**src/rtl/uart_rx_byte_pkg.sv**
```systemverilog
// Shared types and constants for the UART receive path.
// Contents:
//   uart_rx_state_e   - receiver FSM state encoding
//   UART_CLKS_PER_BIT - default clocks per bit (50 MHz / 115200), shared with TX
//   UART_DATA_BITS    - payload bits per frame (8N1)
//   half_bit_cnt()    - mid-bit sample point for a given bit period
package uart_rx_byte_pkg;

    localparam int unsigned UART_CLKS_PER_BIT = 434;
    localparam int unsigned UART_DATA_BITS    = 8;

    typedef enum logic [2:0] {
        ST_IDLE  = 3'd0,
        ST_START = 3'd1,
        ST_DATA  = 3'd2,
        ST_STOP  = 3'd3,
        ST_BREAK = 3'd4
    } uart_rx_state_e;

    // Mid-bit offset, rounded down.
    function automatic int unsigned half_bit_cnt(input int unsigned clks_per_bit);
        return (clks_per_bit - 1) / 2;
    endfunction

endpackage

```
**src/rtl/uart_rx_byte_sync_2ff.sv**
```systemverilog
// Two-flop synchroniser for a single asynchronous input.
// Ports:
//   clk_i  - destination clock
//   rst_ni - asynchronous active-low reset; both flops load RESET_VAL
//   d_i    - asynchronous input
//   q_o    - synchronised output (two clk_i edges of latency)
module uart_rx_byte_sync_2ff #(
    parameter logic RESET_VAL = 1'b1
) (
    input  logic clk_i,
    input  logic rst_ni,
    input  logic d_i,
    output logic q_o
);

    logic meta_q;
    logic sync_q;

    // Metastability chain; only sync_q is used downstream.
    always_ff @(posedge clk_i or negedge rst_ni) begin
        if (!rst_ni) begin
            meta_q <= RESET_VAL;
            sync_q <= RESET_VAL;
        end else begin
            meta_q <= d_i;
            sync_q <= meta_q;
        end
    end

    assign q_o = sync_q;

endmodule

```
**src/rtl/uart_rx_byte.sv**
```systemverilog
// 8N1 UART receiver: synchronises the raw line, qualifies the start bit at
// mid-bit, samples each data bit at its centre and checks the stop bit.
// Ports:
//   ipClk        - system clock
//   ipnReset     - asynchronous active-low reset
//   ipRx         - raw serial line, idle high, asynchronous
//   opData       - last good byte (LSB received first), held until the next one
//   opValid      - one-cycle strobe, opData is new in that cycle
//   opFrameError - one-cycle strobe, stop bit sampled low
//   opBusy       - high whenever the receiver is not idle
module uart_rx_byte
    import uart_rx_byte_pkg::*;
#(
    parameter int unsigned CLKS_PER_BIT = UART_CLKS_PER_BIT
) (
    input  logic       ipClk,
    input  logic       ipnReset,
    input  logic       ipRx,
    output logic [7:0] opData,
    output logic       opValid,
    output logic       opFrameError,
    output logic       opBusy
);

    if (CLKS_PER_BIT < 4) begin : g_bad_clks_per_bit
        $error("uart_rx_byte: CLKS_PER_BIT must be at least 4");
    end

    localparam int unsigned CNT_W   = $clog2(CLKS_PER_BIT);
    localparam int unsigned IDX_W   = 3;
    localparam int unsigned HALF    = half_bit_cnt(CLKS_PER_BIT);

    localparam logic [CNT_W-1:0] LAST_CNT  = CNT_W'(CLKS_PER_BIT - 1);
    // START is entered one edge after rx_s falls, so the start sample is
    // taken on the edge where the counter would advance to HALF.
    localparam logic [CNT_W-1:0] START_CNT = CNT_W'(HALF - 1);
    localparam logic [IDX_W-1:0] LAST_IDX  = IDX_W'(UART_DATA_BITS - 1);

    logic rx_s;

    uart_rx_byte_sync_2ff #(
        .RESET_VAL (1'b1)
    ) u_sync (
        .clk_i  (ipClk),
        .rst_ni (ipnReset),
        .d_i    (ipRx),
        .q_o    (rx_s)
    );

    uart_rx_state_e   state_q, state_d;
    logic [CNT_W-1:0] bit_cnt_q, bit_cnt_d;
    logic [IDX_W-1:0] bit_idx_q, bit_idx_d;
    logic [7:0]       shift_q, shift_d;
    logic [7:0]       data_q, data_d;
    logic             valid_q, valid_d;
    logic             ferr_q, ferr_d;

    // FSM and datapath state register.
    always_ff @(posedge ipClk or negedge ipnReset) begin
        if (!ipnReset) begin
            state_q   <= ST_IDLE;
            bit_cnt_q <= '0;
            bit_idx_q <= '0;
            shift_q   <= '0;
        end else begin
            state_q   <= state_d;
            bit_cnt_q <= bit_cnt_d;
            bit_idx_q <= bit_idx_d;
            shift_q   <= shift_d;
        end
    end

    // Next-state, counters and strobe decode.
    always_comb begin
        state_d   = state_q;
        bit_cnt_d = bit_cnt_q;
        bit_idx_d = bit_idx_q;
        shift_d   = shift_q;
        data_d    = data_q;
        valid_d   = 1'b0;
        ferr_d    = 1'b0;

        unique case (state_q)
            ST_IDLE: begin
                if (!rx_s) begin
                    state_d   = ST_START;
                    bit_cnt_d = '0;
                end
            end
            ST_START: begin
                if (bit_cnt_q == START_CNT) begin
                    bit_cnt_d = '0;
                    if (!rx_s) begin
                        state_d   = ST_DATA;
                        bit_idx_d = '0;
                    end else begin
                        state_d = ST_IDLE;
                    end
                end else begin
                    bit_cnt_d = bit_cnt_q + CNT_W'(1);
                end
            end
            ST_DATA: begin
                if (bit_cnt_q == LAST_CNT) begin
                    bit_cnt_d          = '0;
                    shift_d[bit_idx_q] = rx_s;
                    if (bit_idx_q == LAST_IDX) begin
                        state_d = ST_STOP;
                    end else begin
                        bit_idx_d = bit_idx_q + IDX_W'(1);
                    end
                end else begin
                    bit_cnt_d = bit_cnt_q + CNT_W'(1);
                end
            end
            ST_STOP: begin
                if (bit_cnt_q == LAST_CNT) begin
                    bit_cnt_d = '0;
                    // Leaving at mid-stop-bit lets a start bit that follows
                    // a single stop bit be caught.
                    if (rx_s) begin
                        data_d  = shift_q;
                        valid_d = 1'b1;
                        state_d = ST_IDLE;
                    end else begin
                        ferr_d  = 1'b1;
                        state_d = ST_BREAK;
                    end
                end else begin
                    bit_cnt_d = bit_cnt_q + CNT_W'(1);
                end
            end
            ST_BREAK: begin
                // Hold off until the line is released so a long low is not
                // taken as a stream of start bits.
                if (rx_s) begin
                    state_d = ST_IDLE;
                end
            end
            default: begin
                state_d = ST_IDLE;
            end
        endcase
    end

    // Output register.
    always_ff @(posedge ipClk or negedge ipnReset) begin
        if (!ipnReset) begin
            data_q  <= '0;
            valid_q <= 1'b0;
            ferr_q  <= 1'b0;
        end else begin
            data_q  <= data_d;
            valid_q <= valid_d;
            ferr_q  <= ferr_d;
        end
    end

    assign opData       = data_q;
    assign opValid      = valid_q;
    assign opFrameError = ferr_q;
    assign opBusy       = (state_q != ST_IDLE);

endmodule

```
**config.mk**
```make
export PLATFORM = sky130hd
export DESIGN_NAME = uart_rx_byte
export DESIGN_NICKNAME = d
export VERILOG_FILES = /design/src/rtl/uart_rx_byte_pkg.sv /design/src/rtl/uart_rx_byte_sync_2ff.sv /design/src/rtl/uart_rx_byte.sv
export SDC_FILE = /design/constraint.sdc
export NUM_CORES = 1
export LEC_CHECK = 0
export CAP_MARGIN = 10
export CORE_ASPECT_RATIO = 0.5
export CORE_MARGIN = 4
export CORE_UTILIZATION = 57
export CTS_CLUSTER_SIZE = 25
export DETAILED_ROUTE_END_ITERATION = 12
export GPL_TIMING_DRIVEN = 0
export PLACE_DENSITY = 0.79
export SYNTH_ARGS = -nofsm -noshare
export SYNTH_HDL_FRONTEND = slang
export SYNTH_SLANG_ARGS = --single-unit
```
**constraint.sdc**
```tcl
create_clock -name ipClk -period 2.12 [get_ports ipClk]
set_input_delay 0.318 -clock ipClk [delete_from_list [all_inputs] [get_ports ipClk]]
set_output_delay 0.318 -clock ipClk [all_outputs]
set_load 0.02 [all_outputs]
```
== Yosys cells after proc, flatten, opt, wreduce, memory -nomap -nowiden ==
Index checks and enable logic that the tools add are counted.
Storage, ports and cells
  flip-flop bits (word level): 35
  input bits: 3
  logic and storage cells: 66
Operators by class
  add/subtract/negate cells: 2
  order comparisons: 2
  equal/unequal tests: 15
  mux-type cells: 27
  reductions and logical operators: 11
Operators with widths (count)
  3-bit two-way mux: 11
  9-bit two-way mux: 3
  9-bit one-hot mux with 3 select lines: 1
  3-bit one-hot mux with 5 select lines: 1
  2-bit != test, second input constant: 7
  9-bit by 1-bit adder with 9-bit output, second input constant: 1
  9-bit by 8-bit == test with 1-bit output, second input constant: 1
  9-bit == test, second input constant: 1
  8-bit bitwise mux: 1
  1-bit two-way mux: 7
  3-bit by 2-bit == test with 1-bit output, second input constant: 2
  3-bit == test, second input constant: 2
  3-bit one-hot mux with 2 select lines: 1
  6-bit AND reduction: 1
  3-bit nonzero test: 2
  5-bit AND reduction: 1
  3-bit by 4-bit less-than comparator with 1-bit output, second input constant: 1
  2-bit AND reduction: 2
  3-bit by 1-bit adder with 3-bit output, second input constant: 1
  1-bit demux with 3-bit select: 1
  3-bit by 1-bit == test with 1-bit output, second input constant: 1
  3-bit by 1-bit greater-or-equal comparator with 1-bit output, second input constant: 1
  3-bit zero test: 1
  3-bit AND reduction: 1
  other kinds (5): 5

== Logic depth before layout (Yosys ltp) ==
  depth in word-level cells: 5
  depth in mapped cells: 7
  mapped depth without buffers: 6

== Hierarchy ==
Synthesis repeated with hierarchy kept, for this count alone.
Second synthesis, totals
  cells, all modules: 167
  area total of the unflattened synthesis: 1814.2 sq um
By module, submodules not included
  uart_rx_byte: instances 1, cells each 165, area each 1761.7 sq um, sequential area each 825.8 sq um
  uart_rx_byte_sync_2ff: instances 1, cells each 2, area each 52.6 sq um, sequential area each 52.6 sq um

== Worst setup path before layout ==
Ideal clock, no wire load.
  path type: reg-to-reg
  start point: register bit_cnt_q[1]
  end point: register data_q[0] (netlist: opData[0])
  library setup time: 125 ps
  data arrival time: 1645 ps
  required time: 1995 ps
  setup slack: 350 ps
  cell stages (with the launch flop): 8
  cell sequence: dfrtp_1 inv_1 ha_1 and4b_2 and3_4 and3_1 buf_6 mux2_4
Between the ends
  word-level cells in the longest chain between the ends: 2
Ends and longest elaborated chain
  from (decl): RTL line uart_rx_byte.sv:51  | logic [CNT_W-1:0] bit_cnt_q, bit_cnt_d;
  from (signal assigned): RTL line uart_rx_byte.sv:67  | bit_cnt_q <= bit_cnt_d;
  9-bit == test: RTL line uart_rx_byte.sv:117  | if (bit_cnt_q == LAST_CNT) begin
  3-bit AND reduction (no line)
  to (signal assigned): RTL line uart_rx_byte.sv:153  | data_q <= data_d;
  to (decl): RTL line uart_rx_byte.sv:54  | logic [7:0] data_q, data_d;
No other way between the ends.
A chain may end at the register's enable or synchronous reset.

== Final worst setup path ==
  start point: register state_q[2]
  end point: output opBusy
Between the ends
  word-level cells in the longest chain between the ends: 1
Ends and longest elaborated chain
  from (decl): RTL line uart_rx_byte.sv:50  | uart_rx_state_e state_q, state_d;
  from (signal assigned): RTL line uart_rx_byte.sv:66  | state_q <= state_d;
  3-bit nonzero test: RTL line uart_rx_byte.sv:162  | assign opBusy = (state_q != ST_IDLE);
  to (decl): RTL line uart_rx_byte.sv:22  | output logic opBusy
No other way between the ends.

==> flow_summary.ini <==
[finish]
antenna_cells_inserted = 0
layout-drive-gt1-share_pct = 23.4
flow.area_growth_from_synthesis_pct = 14.3
finish.net_count = 194
final_common_cell = sky130_fd_sc_hd__dfrtp_1
most_used_cells_in_the_layout_excluding_fill_and_tap_cells = sky130_fd_sc_hd__dfrtp_1, sky130_fd_sc_hd__nand2_1, sky130_fd_sc_hd__clkdlybuf4s50_1, sky130_fd_sc_hd__nor2_1, sky130_fd_sc_hd__mux2_4
layoutNonFillerInstCount = 228
final_core_util_pct = 69.4

[placement]
dp_slack_ns = 0.196
finalWeightedCongestion = 0.863
buffer_ports.inserted = 13
dp_hpwl_mm = 2.62
placed_cells_incl_taps = 220

[synthesis]
synth_edf_count = 0
synth-seq-cells = 35
compound_gate_fraction_of_synth_area_pct = 10.9
mappedNetlistArea_sq_um = 1850
synth.yosys.seq_area_share_pct = 47.4
synthCells = 167
synth_fa_ha_area_share_pct = 2.70
netlist-cell-type-count = 43
yosysWarnings = 0
yosys.area_share.simple_pct = 21.6
post_synth_xor_area_fraction_pct = 0.946
async_reset_ff_share_pct = 100
synth.net_count = 174
fraction_of_synthesized_area_in_multiplexers_pct = 11.4
yosys_most_used_dff = sky130_fd_sc_hd__dfrtp_1
syn_avg_cell_area_sq_um = 11.1
synth_top_family_by_area = simple AND/OR/NAND/NOR gates

[sta]
worst_pin_slew_ns = 0.786
report.final.setup_viol = 0
setup_total_negative_slack_ns = 0
maxSlewViolCount = 0
fin_crit_sh_pct = 92.8
final_period_minus_worst_setup_slack_ns = 1.97
fmaxAchievable_mhz = 508
rsz0062_at_grt = no
worst_clock_skew_ns = 0.00847
smallest_setup_slack_after_layout_ns = 0.153
timing_hold_violations_final = 0
max_slew_margin_pct = 47.6

[drt]
ant_nets = 0
totalWireLength_mm = 3.66
route.vias.total = 1365
initialDrtViolationCount = 54
drc = 0
detailedRoute.firstPassIterationCount = 4
via_density = 5.99
wl_per_cell_um = 16.0

[setup_path]
r2r_path_end = bit_cnt_q[7]$_DFFE_PN0P_
cp_max_fanout = 10
crit_start_category = register
critical_path_arrival_ns = 1.65
worstReg2RegStart = bit_cnt_q[0]$_DFFE_PN0P_
worstSetupStartpoint = state_q[2]$_DFFE_PN0P_
path_class = register to primary output
crit_required_ns = 1.80
worst_r2r_path_depth = 5
r2r_setup_slack_ns = 0.19
worst_setup_path_end_kind = primary output

[clock_tree]
clock_transition_time_at_the_flip_flop_clock_pins_of_the_worst_setup_and_hold_paths_ns = 0.08
cts_num_sinks = 35
cts_inserted_buffers = 5
cts_max_path_buffers = 2
root_buffer = sky130_fd_sc_hd__clkbuf_8
tritoncts = built
clock_insertion_delay_worst_skew_ns = 0.29
post_cts_setup_buffer_count = 0
cts_htree_levels = 2

[min_path]
min-delay-path-class = input pin to async pin

[job]
timing.max_cap.violations = 0

[die]
die_area_sq_um = 4280
dieWidth_um = 88.6
initial_core_util_pct = 60.8
row_count = 14
die_boundary_height_um = 48.3
core-area_sq_um = 3050
design.portCount = 14

[grt]
vias_in_the_first_global_route = 1405
grt_max_degree = 36
globalRoute.totalOverflow = 0
grt_first_pass_wirelength_mm = 6.44
grt_antenna_before_repair = 0
grt_resource_usage_total_pct = 19.5

[pwr]
finalPower_mw = 1.17
cellLeakagePower_nw = 0.916
cellPowerDensity_nw_per_um2 = 555
vdd.ir_drop.worst_v = 0.000441

[run_status]
outcome = finished clean
==> layout make-up <==
class / count / area [sq um]
fillers: 228 / 932
multi-input cells: 115 / 881
flip-flops and latches: 35 / 878
repair buffers: 13 / 124
plain buffers: 11 / 71.3
clock buffers: 5 / 68.8
well taps: 40 / 50.0
inverters: 6 / 22.5
clock inverters: 3 / 20.0
==> worst max path at each step <==
stage / endpoint / slack (ns) / depth (start not counted)
final: opBusy / 0.15 / 3
after global routing: bit_cnt_q[8]$_DFFE_PN0P_ / 0.02 / 5
after CTS: opBusy / 0.16 / 3
after detailed placement: opBusy / 0.20 / 3
after global placement: bit_cnt_q[4]$_DFFE_PN0P_ / 0.01 / 1
after floorplan: opData[0]$_DFFE_PN0P_ / 0.35 / 7
==> flip-flops by register name, indices dropped and copies added (netlist names), 3 cells and up <==
register / cells
bit_cnt_q: 9
bit_idx_q: 3
state_q: 3
opData: 8
shift_q: 8
==> critical path: stages, from the launching register on <==
cell and delay [ns]:
sky130_fd_sc_hd__dfrtp_1 0.46, sky130_fd_sc_hd__clkbuf_2 0.23, sky130_fd_sc_hd__or3_1 0.33, sky130_fd_sc_hd__dlygate4sd2_1 0.33
==> metrics by stage <==
step / hold WS [ns] / area (sq um)
6_report: 0.100 / 2120
5_1_grt: 0.188 / 2120
4_1_cts: 0.122 / 2120
3_5_place_dp: 0.359 / 2030
3_3_place_gp: 0.346 / 2030
2_1_floorplan: 0.0224 / 1850
==> routing by layer <==
metal,global-route usage (%),up-vias,share of wire (%)
met5,0,-,0
met4,6.78,0,2.1
met3,4.58,9,3.6
met2,32.8,25,48
met1,24.4,674,46
li1,-,657,-
==> synthesized netlist by cell type (3+ instances only) <==
library cell               instances  area share, %
sky130_fd_sc_hd__o21ai_0           5            1.4
sky130_fd_sc_hd__dfrtp_1          33             45
sky130_fd_sc_hd__buf_2             5            1.4
sky130_fd_sc_hd__mux2_4            8            6.5
sky130_fd_sc_hd__inv_1             6            1.2
sky130_fd_sc_hd__o31ai_1           7            2.8
sky130_fd_sc_hd__nor4_1            3            1.0
sky130_fd_sc_hd__nor2_1            9            1.8
sky130_fd_sc_hd__mux2_2            5            3.0
sky130_fd_sc_hd__nand3_1           4            1.1
sky130_fd_sc_hd__o211ai_1          3            1.2
sky130_fd_sc_hd__mux2_1            3            1.8
sky130_fd_sc_hd__o41ai_1           4            1.9
sky130_fd_sc_hd__nand2_1          19            3.9
sky130_fd_sc_hd__a21oi_1           4            1.1
sky130_fd_sc_hd__nor3_1            4            1.1
sky130_fd_sc_hd__nand4_1           3            1.0
sky130_fd_sc_hd__ha_1              4            2.7
==> logic make-up after synthesis <==
kind of cell             Yosys count
adder cells (fa/ha/maj)            4
flip-flops                        35
XOR/XNOR                           2
multiplexers                      16
AO/OA/AOI/OAI                     28
AND/OR/NAND/NOR                   65
buffers and inverters             17
==> power by group <==
group	leakage (nW)	switching (mW)	internal [mW]	total [mW]
Combinational	0.409	0.0161	0.00352	0.0197
Sequential	0.467	0.00206	0.671	0.673
Clock	0.0402	0.253	0.228	0.481
==> repair_timing <==
action,4_1_cts,5_1_grt
endpoints found under the setup margin,1,0
hold buffers,0,0
resized for setup,2,0
Note: power is estimated with default switching activity, not from simulation.
